### src/rtl/mem_bitwise_ctrl_if.sv
// Command/response handshake between a command source and mem_bitwise_ctrl.
// The source drives cmd_* and consumes rsp_*; the controller does the reverse.
interface mem_bitwise_ctrl_if #(
  parameter int ADDR_W = 8,
  parameter int DATA_W = 32
);
  logic              cmd_valid;
  logic              cmd_ready;
  logic [2:0]        cmd_op;
  logic [ADDR_W-1:0] cmd_addr;
  logic [DATA_W-1:0] cmd_data;
  logic              rsp_valid;
  logic              rsp_ready;
  logic [DATA_W-1:0] rsp_data;
  logic              rsp_err;

  // Command source side
  modport master (
    output cmd_valid, cmd_op, cmd_addr, cmd_data, rsp_ready,
    input  cmd_ready, rsp_valid, rsp_data, rsp_err
  );

  // Controller side
  modport slave (
    input  cmd_valid, cmd_op, cmd_addr, cmd_data, rsp_ready,
    output cmd_ready, rsp_valid, rsp_data, rsp_err
  );
endinterface

### src/rtl/mem_bitwise_ctrl.sv
// Single-outstanding initiator for a 256 x 32 bitwise memory port.
// Executes READ, WRITE and read-modify-write SET/CLR/TGL commands and returns
// one response per command. Every memory-side and response output is a flop.
module mem_bitwise_ctrl #(
  parameter int ADDR_W = 8,
  parameter int DATA_W = 32
) (
  input  logic              clk,
  input  logic              rst,
  mem_bitwise_ctrl_if.slave cmd_if,
  output logic [ADDR_W-1:0] mem_addr,
  output logic              mem_c_en,
  output logic              mem_wr,
  output logic [DATA_W-1:0] mem_mask,
  output logic [DATA_W-1:0] mem_wr_data,
  input  logic [DATA_W-1:0] mem_rd_data
);

  localparam logic [2:0] OP_READ  = 3'd0;
  localparam logic [2:0] OP_WRITE = 3'd1;
  localparam logic [2:0] OP_SET   = 3'd2;
  localparam logic [2:0] OP_CLR   = 3'd3;
  localparam logic [2:0] OP_TGL   = 3'd4;

  typedef enum logic [2:0] {IDLE, RD, CAP, WR, RSP} state_t;

  state_t            state, state_n;
  logic [2:0]        op_q, op_n;
  logic [ADDR_W-1:0] addr_q, addr_n;
  logic [DATA_W-1:0] data_q, data_n;
  logic [DATA_W-1:0] wr_data_n;
  logic [DATA_W-1:0] rsp_data_n;
  logic              rsp_err_n;
  logic              rsp_load;
  logic              accept;

  assign accept = (state == IDLE) && cmd_if.cmd_valid && cmd_if.cmd_ready;

  // State register.
  // NOTE: sequential state uses non-blocking assignments so every flop
  // samples pre-edge values regardless of block ordering.
  always_ff @(posedge clk or posedge rst) begin
    if (rst) state <= IDLE;
    else     state <= state_n;
  end

  // Next-state decode and next values for the registered outputs.
  // NOTE: every signal gets a default first so no path leaves one unassigned,
  // which would otherwise infer a latch.
  always_comb begin
    state_n    = state;
    op_n       = op_q;
    addr_n     = addr_q;
    data_n     = data_q;
    wr_data_n  = '0;
    rsp_data_n = '0;
    rsp_err_n  = 1'b0;
    rsp_load   = 1'b0;
    case (state)
      IDLE: begin
        if (accept) begin
          op_n   = cmd_if.cmd_op;
          addr_n = cmd_if.cmd_addr;
          data_n = cmd_if.cmd_data;
          case (cmd_if.cmd_op)
            OP_READ, OP_SET, OP_CLR, OP_TGL: state_n = RD;
            OP_WRITE: begin
              state_n   = WR;
              wr_data_n = cmd_if.cmd_data;
            end
            default: begin
              // Illegal op: answer immediately, never touch the memory.
              state_n   = RSP;
              rsp_load  = 1'b1;
              rsp_err_n = 1'b1;
            end
          endcase
        end
      end
      RD: state_n = CAP;
      CAP: begin
        // mem_rd_data holds the old word this cycle; the modify is folded in
        // here so the write data is already registered when WR starts.
        if (op_q == OP_READ) begin
          state_n    = RSP;
          rsp_load   = 1'b1;
          rsp_data_n = mem_rd_data;
        end else begin
          state_n = WR;
          case (op_q)
            OP_SET:  wr_data_n = mem_rd_data | data_q;
            OP_CLR:  wr_data_n = mem_rd_data & ~data_q;
            default: wr_data_n = mem_rd_data ^ data_q;
          endcase
        end
      end
      WR: begin
        state_n    = RSP;
        rsp_load   = 1'b1;
        rsp_data_n = mem_wr_data;
      end
      RSP: begin
        if (cmd_if.rsp_valid && cmd_if.rsp_ready) state_n = IDLE;
      end
      default: state_n = IDLE;
    endcase
  end

  // Command latch and registered outputs, all driven from the next state.
  // NOTE: every flop here, including the command latch, is cleared by the
  // async reset so nothing stale survives into the first command.
  always_ff @(posedge clk or posedge rst) begin
    if (rst) begin
      op_q             <= '0;
      addr_q           <= '0;
      data_q           <= '0;
      mem_addr         <= '0;
      mem_c_en         <= 1'b0;
      mem_wr           <= 1'b0;
      mem_mask         <= '0;
      mem_wr_data      <= '0;
      cmd_if.cmd_ready <= 1'b0;
      cmd_if.rsp_valid <= 1'b0;
      cmd_if.rsp_data  <= '0;
      cmd_if.rsp_err   <= 1'b0;
    end else begin
      op_q             <= op_n;
      addr_q           <= addr_n;
      data_q           <= data_n;
      mem_addr         <= addr_n;
      mem_c_en         <= (state_n == RD) || (state_n == WR);
      mem_wr           <= (state_n == WR);
      mem_mask         <= (state_n == WR) ? '1 : '0;
      mem_wr_data      <= (state_n == WR) ? wr_data_n : '0;
      cmd_if.cmd_ready <= (state_n == IDLE);
      // rsp_valid rises one cycle after entering RSP and drops on handshake.
      cmd_if.rsp_valid <= (state == RSP) && (state_n == RSP);
      if (rsp_load) begin
        cmd_if.rsp_data <= rsp_data_n;
        cmd_if.rsp_err  <= rsp_err_n;
      end
    end
  end

endmodule

### src/flat_wrapper.sv
// flat-port wrapper written by rule: the top's interface ports become plain ports
module mem_bitwise_ctrl_flat 
#(
  parameter int ADDR_W = 8,
  parameter int DATA_W = 32
)
  (clk, rst, mem_addr, mem_c_en, mem_wr, mem_mask, mem_wr_data, mem_rd_data, cmd_if_cmd_valid, cmd_if_cmd_op, cmd_if_cmd_addr, cmd_if_cmd_data, cmd_if_rsp_ready, cmd_if_cmd_ready, cmd_if_rsp_valid, cmd_if_rsp_data, cmd_if_rsp_err);
  mem_bitwise_ctrl_if #(.ADDR_W(ADDR_W), .DATA_W(DATA_W)) cmd_if_i ();
  input  logic clk;
  input  logic rst;
  output logic [ADDR_W-1:0] mem_addr;
  output logic mem_c_en;
  output logic mem_wr;
  output logic [DATA_W-1:0] mem_mask;
  output logic [DATA_W-1:0] mem_wr_data;
  input  logic [DATA_W-1:0] mem_rd_data;
  input wire logic [$bits(cmd_if_i.cmd_valid)-1:0] cmd_if_cmd_valid;
  input wire logic [$bits(cmd_if_i.cmd_op)-1:0] cmd_if_cmd_op;
  input wire logic [$bits(cmd_if_i.cmd_addr)-1:0] cmd_if_cmd_addr;
  input wire logic [$bits(cmd_if_i.cmd_data)-1:0] cmd_if_cmd_data;
  input wire logic [$bits(cmd_if_i.rsp_ready)-1:0] cmd_if_rsp_ready;
  output wire logic [$bits(cmd_if_i.cmd_ready)-1:0] cmd_if_cmd_ready;
  output wire logic [$bits(cmd_if_i.rsp_valid)-1:0] cmd_if_rsp_valid;
  output wire logic [$bits(cmd_if_i.rsp_data)-1:0] cmd_if_rsp_data;
  output wire logic [$bits(cmd_if_i.rsp_err)-1:0] cmd_if_rsp_err;
  assign cmd_if_i.cmd_valid = cmd_if_cmd_valid;
  assign cmd_if_i.cmd_op = cmd_if_cmd_op;
  assign cmd_if_i.cmd_addr = cmd_if_cmd_addr;
  assign cmd_if_i.cmd_data = cmd_if_cmd_data;
  assign cmd_if_i.rsp_ready = cmd_if_rsp_ready;
  assign cmd_if_cmd_ready = cmd_if_i.cmd_ready;
  assign cmd_if_rsp_valid = cmd_if_i.rsp_valid;
  assign cmd_if_rsp_data = cmd_if_i.rsp_data;
  assign cmd_if_rsp_err = cmd_if_i.rsp_err;
  mem_bitwise_ctrl #(.ADDR_W(ADDR_W), .DATA_W(DATA_W)) u_core (.clk(clk), .rst(rst), .cmd_if(cmd_if_i), .mem_addr(mem_addr), .mem_c_en(mem_c_en), .mem_wr(mem_wr), .mem_mask(mem_mask), .mem_wr_data(mem_wr_data), .mem_rd_data(mem_rd_data));
endmodule
### config.mk
export PLATFORM = sky130hd
export DESIGN_NAME = mem_bitwise_ctrl_flat
export DESIGN_NICKNAME = d
export VERILOG_FILES = /design/src/rtl/mem_bitwise_ctrl_if.sv /design/src/rtl/mem_bitwise_ctrl.sv /design/src/flat_wrapper.sv
export SDC_FILE = /design/constraint.sdc
export NUM_CORES = 1
export LEC_CHECK = 0
export BUFFER_PORTS_ARGS = -buffer_cell sky130_fd_sc_hd__buf_2
export CAP_MARGIN = 20
export CORE_MARGIN = 3
export CORE_UTILIZATION = 40
export DETAILED_ROUTE_END_ITERATION = 8
export PLACE_DENSITY = 0.71
export SKIP_CTS_REPAIR_TIMING = 1
export SYNTH_ARGS = -nofsm -noshare
export SYNTH_HDL_FRONTEND = slang
export SYNTH_SLANG_ARGS = --single-unit
### constraint.sdc
create_clock -name clk -period 4 [get_ports clk]
set_input_delay 0.4 -clock clk [delete_from_list [all_inputs] [get_ports clk]]
set_output_delay 0.4 -clock clk [all_outputs]
set_load 0.01 [all_outputs]
==> reports/metrics.csv, run 1 <==
metric,value,unit
outcome,"finished, final reports clean",
fin_cells,998,
wl_per_cell,15.2,µm
rows,45,
finalWirelength,15.1,mm
synth-edff-count,0,
ys_seq_elements,115,
grt_overflow,0,
clk_path_buf_depth,2,
rsz0062_at_grt,false,
initial_core_util,41.5,%
synth_area_leaders,"dfrtp_1 45%, ha_1 13%, nand2_1 6.1%, o21ai_0 5.1%, mux2i_1 4.6%",
clock_sinks,115,
synth.avg_cell_area,10.0,µm²
drc,0,
cts_tree,yes,
cp_slowest_cell,nor2_4,
fp.dieW,132,µm
vias,4870,
clk_pin_slew,0.05,ns
max-slew-margin-rel,34.9,%
n_antenna_cell,0,
htree_levels,4,
tns,0,ns
ant_nets,0,
dieHeight,132,µm
synth_common_cells,"115 x dfrtp_1, 104 x nand2_1, 67 x inv_1",
io_buffers,187,
dr.first_iter.drc_count,186,
finalHoldViolCount,0,
finalCoreUtilization,50.4,%
pre_cts_slack,1.80,ns
endpoint_kind,register,
worstPathMaxFanout,39,
synth_most_common_cell,dfrtp_1,
grt_max_degree,66,
async_flop_share,100,%
finalSetupViolCount,0,
critPathTopFamily,simple AND/OR/NAND/NOR gates,
synth_warnings,0,
dp_cells,971,
powerDensity,679,mW/mm²
yosysUniqueCellTypes,28,
grt_use_total,17.7,%
crit_buf_inv,1,
io_pins,188,
cp.required,4.32,ns
crit_type,register to register,
yosys.area.top_type_share,45.1,%
dieArea,0.0175,mm²
max_cap_viol_count,0,
min_path_type,primary input to asynchronous set/reset pin,
firstDrtPassIters,4,
ctsRootBufferMaster,clkbuf_16,
grt_first_pass_wirelength,24.8,mm
ys.flop_type,dfrtp_1,
p_leak,4.38,nW
drive_gt1_share,31.4,%
netlist_instances,635,
synth_nets,778,
area_growth,21.6,%
grt_pass1_vias,4782,
core,0.0154,mm²
synth-seq-area-share,45.1,%
worstSetupStartpointType,register,
clkLatencyLatePin,0.42,ns
syn_area,0.00638,mm²
power,5.27,mW
peakVddDrop,0.414,mV
dpl.hpwl,10.1,mm
tightest_slew,0.976,ns
layout.nets,922,
yosysTopAreaCell,dfrtp_1,
finClkSkew,0.00981,ns
crit_path_max_incr_delay,0.63,ns
vias_per_cell,4.88,
cp_cell_sequence,or3_4 > nor2_4 > buf_12 > nand2_1 > o22ai_2,
layout_setup_ws,1.82,ns
place.gp.congestion,0.727,
cts_made_buffers,17,
period_needed,2.18,ns
antenna_found_initial,1,
finalMaxSlewViolations,0,
crit_arrival,2.50,ns
fmax,459,MHz
finalCritPeriodShare,54.5,%
[metal layers]
layer	part of all wire, %	vias to the layer above	GRT usage (%)
met5	0.086	-	0
met4	1.7	2	6.24
met3	5.6	19	4.85
met2	48	130	29.8
met1	45	2321	22.0
li1	-	2398	-
[registers in the layout, summed over array words and instances (netlist names)]
register	flops
u_core.cmd_if.rsp_data	32
u_core.data_q	32
u_core.mem_wr_data	32
u_core.mem_addr	8
u_core.op_q	3
u_core.state	3
u_core.cmd_if.cmd_ready	1
u_core.cmd_if.rsp_err	1
u_core.cmd_if.rsp_valid	1
u_core.mem_c_en	1
u_core.mem_mask	1
[power by group]
group / total, mW / switching, mW / internal (mW) / leakage, nW
Combinational: 2.13 / 1.27 / 0.857 / 2.62
Sequential: 1.77 / 0.199 / 1.58 / 1.50
Clock: 1.36 / 0.502 / 0.859 / 0.259
Total: 5.27 / 1.97 / 3.29 / 4.38
[kinds of logic (layout without fill, tap and decap cells)]
group	count (synthesis)	after routing	synth area share, %
AOI/OAI and AO/OA	169	169	18.7
buffers and inverters	135	287	11.0
and+or+nand+nor	123	123	8.03
DFF	115	115	45.1
adders and majority gates	64	64	12.6
muxes	29	29	4.55
[path summary, 6_finish.rpt]
check                                                       from                                      to  slack (ns)  cells past startpoint
min in group clk                              cmd_if_cmd_addr[3]          u_core.mem_addr[3]$_DFFE_PP0P_        0.17                      3
max in group asynchronous                                    rst            u_core.data_q[7]$_DFFE_PP0P_        3.13                      3
min                                                          rst  u_core.cmd_if.rsp_data[17]$_DFFE_PP0P_         0.1                      2
min reg2reg                u_core.cmd_if.rsp_data[1]$_DFFE_PP0P_   u_core.cmd_if.rsp_data[1]$_DFFE_PP0P_        0.47                      1
max                                    u_core.state[0]$_DFF_PP0_        u_core.mem_wr_data[10]$_DFF_PP0_        1.82                      5
max reg2reg                            u_core.state[0]$_DFF_PP0_        u_core.mem_wr_data[10]$_DFF_PP0_        1.82                      5
[cells in the final DEF, fill, tap and decap left out, types with 2 or more instances in the layout]
cell,instances
ha_1,64
o22ai_1,17
a22o_1,32
o211ai_1,3
mux2i_1,29
clkinv_2,5
inv_1,66
a21o_1,32
buf_2,187
nand2_1,104
nor2_1,3
o21ai_0,65
or2_2,2
buf_4,4
a21oi_1,3
dfrtp_1,114
clkbuf_8,2
clkbuf_16,17
o22ai_2,16
buf_12,2
nor3_1,3
or3_4,2
nor2_4,3
[area by class of cell]
type / count / area (µm²)
Tap cell: 211 / 264
Multi-Input combinational cell: 385 / 2830
Sequential cell: 115 / 2880
Clock buffer: 20 / 457
Timing Repair Buffer: 193 / 1010
Inverter: 67 / 254
Fill cell: 1441 / 7620
Clock inverter: 7 / 62.6
[through the flow]
stage | hold WS (ns) | cell area, µm²
after floorplan | 0.461 | 6380
after global placement | 0.453 | 7230
after detailed placement | 0.457 | 7230
after CTS | 0.128 | 7750
after global routing | 0.147 | 7750
final | 0.0985 | 7750
Note: power is estimated with default switching activity, not from simulation.
==> run 2, diff against run 1 <==
- ABC_AREA: unset -> 1
- clock period: 4 -> 2.3 ns (I/O delays scaled with it)
==> run 2 against run 1 <==
Non-clock buffer count rose by 8. Area after synthesis increased by 4.2%. Routed wire length is 9.5% higher. Cell area is 5.3% higher. Flip-flop and latch count stayed put. Largest cell class is now multi-input gates. Critical endpoint is now u_core.cmd_if.rsp_data[4]$_DFFE_PP0P_. Combinational power grew 110%.
==> reports/metrics.csv, run 2 <==
metric,value,unit,change
clock_sinks,115,,unchanged
initial_core_util,41.4,%,-0.091 points
crit_path_max_incr_delay,0.48,ns,-0.15 ns
grt_first_pass_wirelength,26.6,mm,+7.4%
cp_cell_sequence,nor2_2 > nand2_1 > inv_1 > buf_4 > a22oi_1 > nand2_1,,
min_path_type,primary input to asynchronous set/reset pin,,
period_needed,1.82,ns,-0.363 ns
synth.avg_cell_area,8.15,µm²,-19%
finalWirelength,16.6,mm,+9.5%
netlist_instances,816,,+29%
clk_pin_slew,0.05,ns,about the same
finalSetupViolCount,0,,unchanged
vias_per_cell,4.69,,-4.0%
cp.depth,6,,+1
cts_made_buffers,17,,unchanged
rr_startpoint,u_core.state[2]$_DFF_PP0_,,
endpoint_kind,register,,
r2r-end,u_core.cmd_if.rsp_data[4]$_DFFE_PP0P_,,
cp.required,2.64,ns,-1.68 ns
tightest_slew,0.634,ns,-0.342 ns
p_leak,4.88,nW,+11%
yosys.area.top_type_share,43.3,%,-1.8 points
finalCoreUtilization,50.8,%,+0.38 points
nFillCells,1521,,+5.6%
tns,0,ns,unchanged
layout_commonest_cell,nand2_1,,
finalCritPeriodShare,79.0,%,+24 points
fmax,550,MHz,+20%
io_buffers,187,,unchanged
rsz0062_at_grt,false,,
dpl.hpwl,11.2,mm,+11%
stdcell_area,0.00816,mm²,+5.3%
drive_gt1_share,27.5,%,-3.9 points
dieArea,0.0182,mm²,+4.0%
yosysTopAreaCell,dfrtp_1,,
finClkSkew,0.00829,ns,-0.00152 ns
ant_nets,0,,unchanged
drc,0,,unchanged
powerDensity,1270,mW/mm²,+87%
vias,5608,,+15%
ys_seq_elements,115,,unchanged
wl_per_cell,13.9,µm,-8.7%
yosysUniqueCellTypes,29,,+3.6%
crit_type,register to register,,
rows,46,,+2.2%
rr_worst_depth,6,,+1
max_cap_viol_count,0,,unchanged
dr.first_iter.drc_count,202,,+8.6%
clk_path_buf_depth,2,,unchanged
largestRegisters,"u_core.cmd_if.rsp_data: 32 flops, u_core.data_q: 32 flops, u_core.mem_wr_data: 32 flops",,
n_antenna_cell,0,,unchanged
cts_tree,yes,,
htree_levels,4,,unchanged
placed_area,0.00758,mm²,+4.8%
grt_pass1_vias,5362,,+12%
rrSetupSlack,0.48,ns,-1.34 ns
worstSetupStartpointType,register,,
clkLatencyLatePin,0.41,ns,about the same
grt_overflow,0,,unchanged
area_growth,22.8,%,
dieHeight,135,µm,+2.0%
finalHoldViolCount,0,,unchanged
fin_cells,1197,,+20%
synth_most_common_cell,nand2_1,,
core,0.0161,mm²,+4.5%
synth_area_leaders,"dfrtp_1 43%, nand2_1 13%, ha_1 12%, inv_1 6.1%, buf_4 4.1%",,
crit_arrival,2.16,ns,-0.34 ns
async_flop_share,100,%,unchanged
finalMaxSlewViolations,0,,unchanged
worstPathMaxFanout,18,,-54%
cp_slowest_cell,inv_1,,
syn_area,0.00665,mm²,+4.2%
power,10.4,mW,+97%
critPathTopFamily,buffers and inverters,,
grt_use_total,18.5,%,+0.76 points
synth-seq-area-share,43.3,%,-1.8 points
ys.flop_type,dfrtp_1,,
place.gp.congestion,0.802,,+10%
layout.nets,1111,,+20%
mostFrequentLayoutCells,"232 x nand2_1, 187 x buf_2, 115 x dfrtp_1",,
ctsRootBufferMaster,clkbuf_16,,
grt_max_degree,116,,+76%
crit_buf_inv,2,,+1
io_pins,188,,unchanged
fp.dieW,135,µm,+2.0%
outcome,"finished, final reports clean",,
synth-edff-count,0,,unchanged
synth_nets,959,,+23%
peakVddDrop,0.599,mV,+45%
firstDrtPassIters,4,,unchanged
synth_common_cells,"232 x nand2_1, 115 x dfrtp_1, 108 x inv_1",,
max-slew-margin-rel,57.8,%,+23 points
antenna_found_initial,2,,+1
cp_common_cell,nand2_1,,
dp_cells,1165,,+20%
synth_warnings,0,,unchanged
==> run 2: logic make-up (layout without fill, tap and decap cells) <==
family | Yosys count | count (layout) | share of synthesized area, %
flops | 115 | 115 | 43.3
fa+ha+maj | 64 | 64 | 12.0
buf+inv | 182 | 347 | 13.1
compound gates | 102 | 102 | 8.89
simple gates | 353 | 353 | 22.7
==> run 2: layout make-up <==
type / count / area (µm²) / area share [%]
multi-input cells: 519 / 2910 / 35.6
flip-flops and latches: 115 / 2880 / 35.3
repair buffers: 201 / 1090 / 13.4
clock buffers: 22 / 474 / 5.81
inverters: 114 / 434 / 5.32
well taps: 216 / 270 / 3.31
clock inverters: 10 / 106 / 1.30
==> run 2: how the worst max path moves through the flow <==
stage,from,end
final,u_core.state[2]$_DFF_PP0_,u_core.cmd_if.rsp_data[4]$_DFFE_PP0P_
after global routing,u_core.state[2]$_DFF_PP0_,u_core.cmd_if.rsp_data[0]$_DFFE_PP0P_
after CTS,u_core.state[2]$_DFF_PP0_,u_core.cmd_if.rsp_data[4]$_DFFE_PP0P_
after detailed placement,u_core.state[2]$_DFF_PP0_,u_core.cmd_if.rsp_data[8]$_DFFE_PP0P_
after global placement,u_core.state[2]$_DFF_PP0_,u_core.cmd_if.rsp_data[10]$_DFFE_PP0P_
after floorplan,rst,u_core.cmd_if.cmd_ready$_DFF_PP0_
==> run 2: per-stage QoR <==
step | hold slack, ns | worst slack, ns
6_report | 0.00256 | 0.483
4_1_cts | -0.00684 | 0.482
3_3_place_gp | 0.423 | 0.565
2_1_floorplan | 0.340 | 0.671
5_1_grt | 0.0101 | 0.325
3_5_place_dp | 0.433 | 0.490
==> run 2: routing by layer <==
| layer | vias up | track usage, % | share of wire, % |
|---|---|---|---|
| li1 | 2801 | - | - |
| met1 | 2615 | 24.1 | 45 |
| met2 | 170 | 30.5 | 48 |
| met3 | 18 | 4.81 | 6.3 |
| met4 | 4 | 5.20 | 1.2 |
| met5 | - | 0 | 0.16 |
==> run 2: worst register-to-register path: stages (launching register included) <==
cell     delay, ns
dfrtp_1       0.41
nor2_2        0.16
nand2_1       0.11
inv_1         0.48
buf_4         0.37
a22oi_1       0.13
nand2_1       0.10
==> run 2: where the power goes <==
part	internal, mW	switching (mW)	total [mW]
combinational	1.67	2.81	4.48
clock	1.67	0.917	2.59
sequential	2.89	0.428	3.32
total	6.23	4.16	10.4
==> run 3, diff against run 2 <==
- PLACE_DENSITY: 0.71 -> 0.73
- clock period: 2.3 -> 1.6 ns (I/O delays scaled with it)
==> run 3 against run 2 <==
The run now ends with negative hold slack left. Combinational power is 52% higher. Clock power rose by 54%. Die area stayed put. Count of clock-buffer cells in the layout decreased by 1. Utilization rose by 2.7 points. Cell area increased by 5.3%. First-iteration DRC count rose by 22%. Via count rose by 1.6%. Maximum frequency up 23%. Non-clock buffer count is 34 higher. Final cell count up 2.8%. Register-to-register slack got worse by 0.36 ns.
==> reports/metrics.csv, run 3 (synthesized netlist as in run 2, its figures left out) <==
metric,value,unit,change
outcome,"complete, but fails checks",,
violations,negative hold slack,,
drc,0,,unchanged
pre_cts_slack,0.119,ns,-0.371 ns
finClkSkew,0.0134,ns,+0.00514 ns
cp_slowest_cell,dfrtp_1,,
place.gp.congestion,0.799,,-0.29%
worstPathMaxFanout,18,,unchanged
grt_first_pass_wirelength,27.7,mm,+4.0%
firstDrtPassIters,7,,+3
dpl.hpwl,11.7,mm,+4.5%
wl_per_cell,14.0,µm,+0.83%
layout_commonest_cell,nand2_1,,
seqPwrFrac,30.3,%,-1.7 points
rrSetupSlack,0.12,ns,-0.36 ns
fp.dieW,135,µm,unchanged
dieHeight,135,µm,unchanged
fmax,677,MHz,+23%
powerDensity,1810,mW/mm²,+42%
finalCritPeriodShare,92.3,%,+13 points
period_needed,1.48,ns,-0.341 ns
grt_max_degree,62,,-47%
grt_use_total,19.3,%,+0.85 points
whs,-0.0145,ns,-0.0170 ns
r2r-end,u_core.cmd_if.rsp_data[13]$_DFFE_PP0P_,,
io_buffers,187,,unchanged
rr_startpoint,u_core.state[2]$_DFF_PP0_,,
vias_per_cell,4.63,,-1.2%
min_path_type,primary input to register,,
clk_path_buf_depth,2,,unchanged
swShare,39.1,%,-0.95 points
tightest_slew,0.342,ns,-0.292 ns
finalSetupViolCount,0,,unchanged
grt_overflow,0,,unchanged
initial_core_util,41.4,%,unchanged
largestRegisters,"u_core.cmd_if.rsp_data: 32 flops, u_core.data_q: 32 flops, u_core.mem_wr_data: 32 flops",,
cp.required,1.89,ns,-0.75 ns
cts_made_buffers,17,,unchanged
cp_common_cell,nand2_1,,
max_cap_viol_count,0,,unchanged
ant_nets,0,,unchanged
finalCoreUtilization,53.5,%,+2.7 points
crit_type,register to register,,
clock_sinks,115,,unchanged
finalMaxSlewViolations,0,,unchanged
crit_path_max_incr_delay,0.42,ns,-0.06 ns
tns,0,ns,unchanged
dr.first_iter.drc_count,247,,+22%
p_leak,5.07,nW,+3.9%
max-slew-margin-rel,77.2,%,+19 points
cts_tree,yes,,
dieArea,0.0182,mm²,unchanged
core,0.0161,mm²,unchanged
rows,46,,unchanged
layout.nets,1145,,+3.1%
min_to,u_core.data_q[23]$_DFFE_PP0P_,,
holdPathStages,3,,
finalHoldViolCount,9,,+9
layout_setup_ws,0.123,ns,-0.359 ns
area_growth,29.3,%,
worstSetupStartpointType,register,,
crit_arrival,1.77,ns,-0.39 ns
htree_levels,4,,unchanged
rr_worst_depth,9,,+3
finalWirelength,17.2,mm,+3.7%
rsz0062_at_grt,true,,
hold_start,cmd_if_cmd_data[23],,
power,15.5,mW,+50%
ctsRootBufferMaster,clkbuf_16,,
crit_buf_inv,2,,unchanged
pwr-share-comb,44.0,%,+0.9 points
cp_cell_sequence,nor2_2 > nand2_4 > nor2_4 > inv_2 > nand2_2 > nor2_8 > buf_12 > nand2_1 > nand2_1,,
p_sw,6.07,mW,+46%
peakVddDrop,0.886,mV,+48%
io_pins,188,,unchanged
critPathTopFamily,simple AND/OR/NAND/NOR gates,,
drive_gt1_share,27.5,%,about the same
antenna_found_initial,2,,unchanged
pwr-share-clk,25.7,%,+0.8 points
vias,5699,,+1.6%
mostFrequentLayoutCells,"231 x nand2_1, 187 x buf_2, 115 x dfrtp_1",,
endpoint_kind,register,,
grt_pass1_vias,5498,,+2.5%
intPower,9.46,mW,+52%
clk_pin_slew,0.05,ns,about the same
clkLatencyLatePin,0.41,ns,about the same
run 3: worst register-to-register path, stage by stage, from the launching register on:
cell and delay (ns):
dfrtp_1 0.42, nor2_2 0.20, nand2_4 0.11, nor2_4 0.14
inv_2 0.06, nand2_2 0.10, nor2_8 0.05, buf_12 0.15
nand2_1 0.08, nand2_1 0.05
run 3: area by class of cell:
class                           count  area [µm²]
Fill cell                        1471        7460
Antenna cell                        1        2.50
Timing Repair Buffer              235        1480
Clock inverter                     10         156
Clock buffer                       21         460
Tap cell                          216         270
Inverter                          114         434
Sequential cell                   115        2880
Multi-Input combinational cell    519        2920
run 3: worst max-delay path by stage:
stage / slack [ns] / to / start / depth (start not counted)
6_report: 0.12 / u_core.cmd_if.rsp_data[13]$_DFFE_PP0P_ / u_core.state[2]$_DFF_PP0_ / 9
5_1_grt: -0.03 / u_core.mem_wr_data[17]$_DFF_PP0_ / u_core.op_q[0]$_DFFE_PP0P_ / 7
4_1_cts: 0.09 / u_core.cmd_if.cmd_ready$_DFF_PP0_ / u_core.op_q[2]$_DFFE_PP0P_ / 7
3_5_place_dp: 0.12 / u_core.cmd_if.cmd_ready$_DFF_PP0_ / u_core.op_q[2]$_DFFE_PP0P_ / 7
3_3_place_gp: 0.15 / u_core.cmd_if.cmd_ready$_DFF_PP0_ / u_core.cmd_if.cmd_ready$_DFF_PP0_ / 8
2_1_floorplan: 0.04 / u_core.cmd_if.cmd_ready$_DFF_PP0_ / rst / 1
run 3: power groups by stage:
| stage | Clock, mW | Combinational [mW] | Sequential, mW |
|---|---|---|---|
| floorplan | 0 | 4.18 | 5.11 |
| global placement | 0 | 6.53 | 4.72 |
| detailed placement | 0 | 6.77 | 4.74 |
| CTS | 4.09 | 6.82 | 4.71 |
| global route | 4.21 | 7.85 | 4.85 |
| finish | 3.99 | 6.83 | 4.70 |
run 3: routing by layer:
layer  global-route usage [%]  routed length [µm]
met5                        0                  13
met4                     6.05                 200
met3                     5.66                1150
met2                     31.8                8420
met1                     24.6                7420
run 3: metrics by stage:
step,instance area (µm²),instances
finish,8600,1231
global route,8600,1231
CTS,8310,1204
detailed placement,7690,1173
global placement,7690,1173
floorplan,6650,816
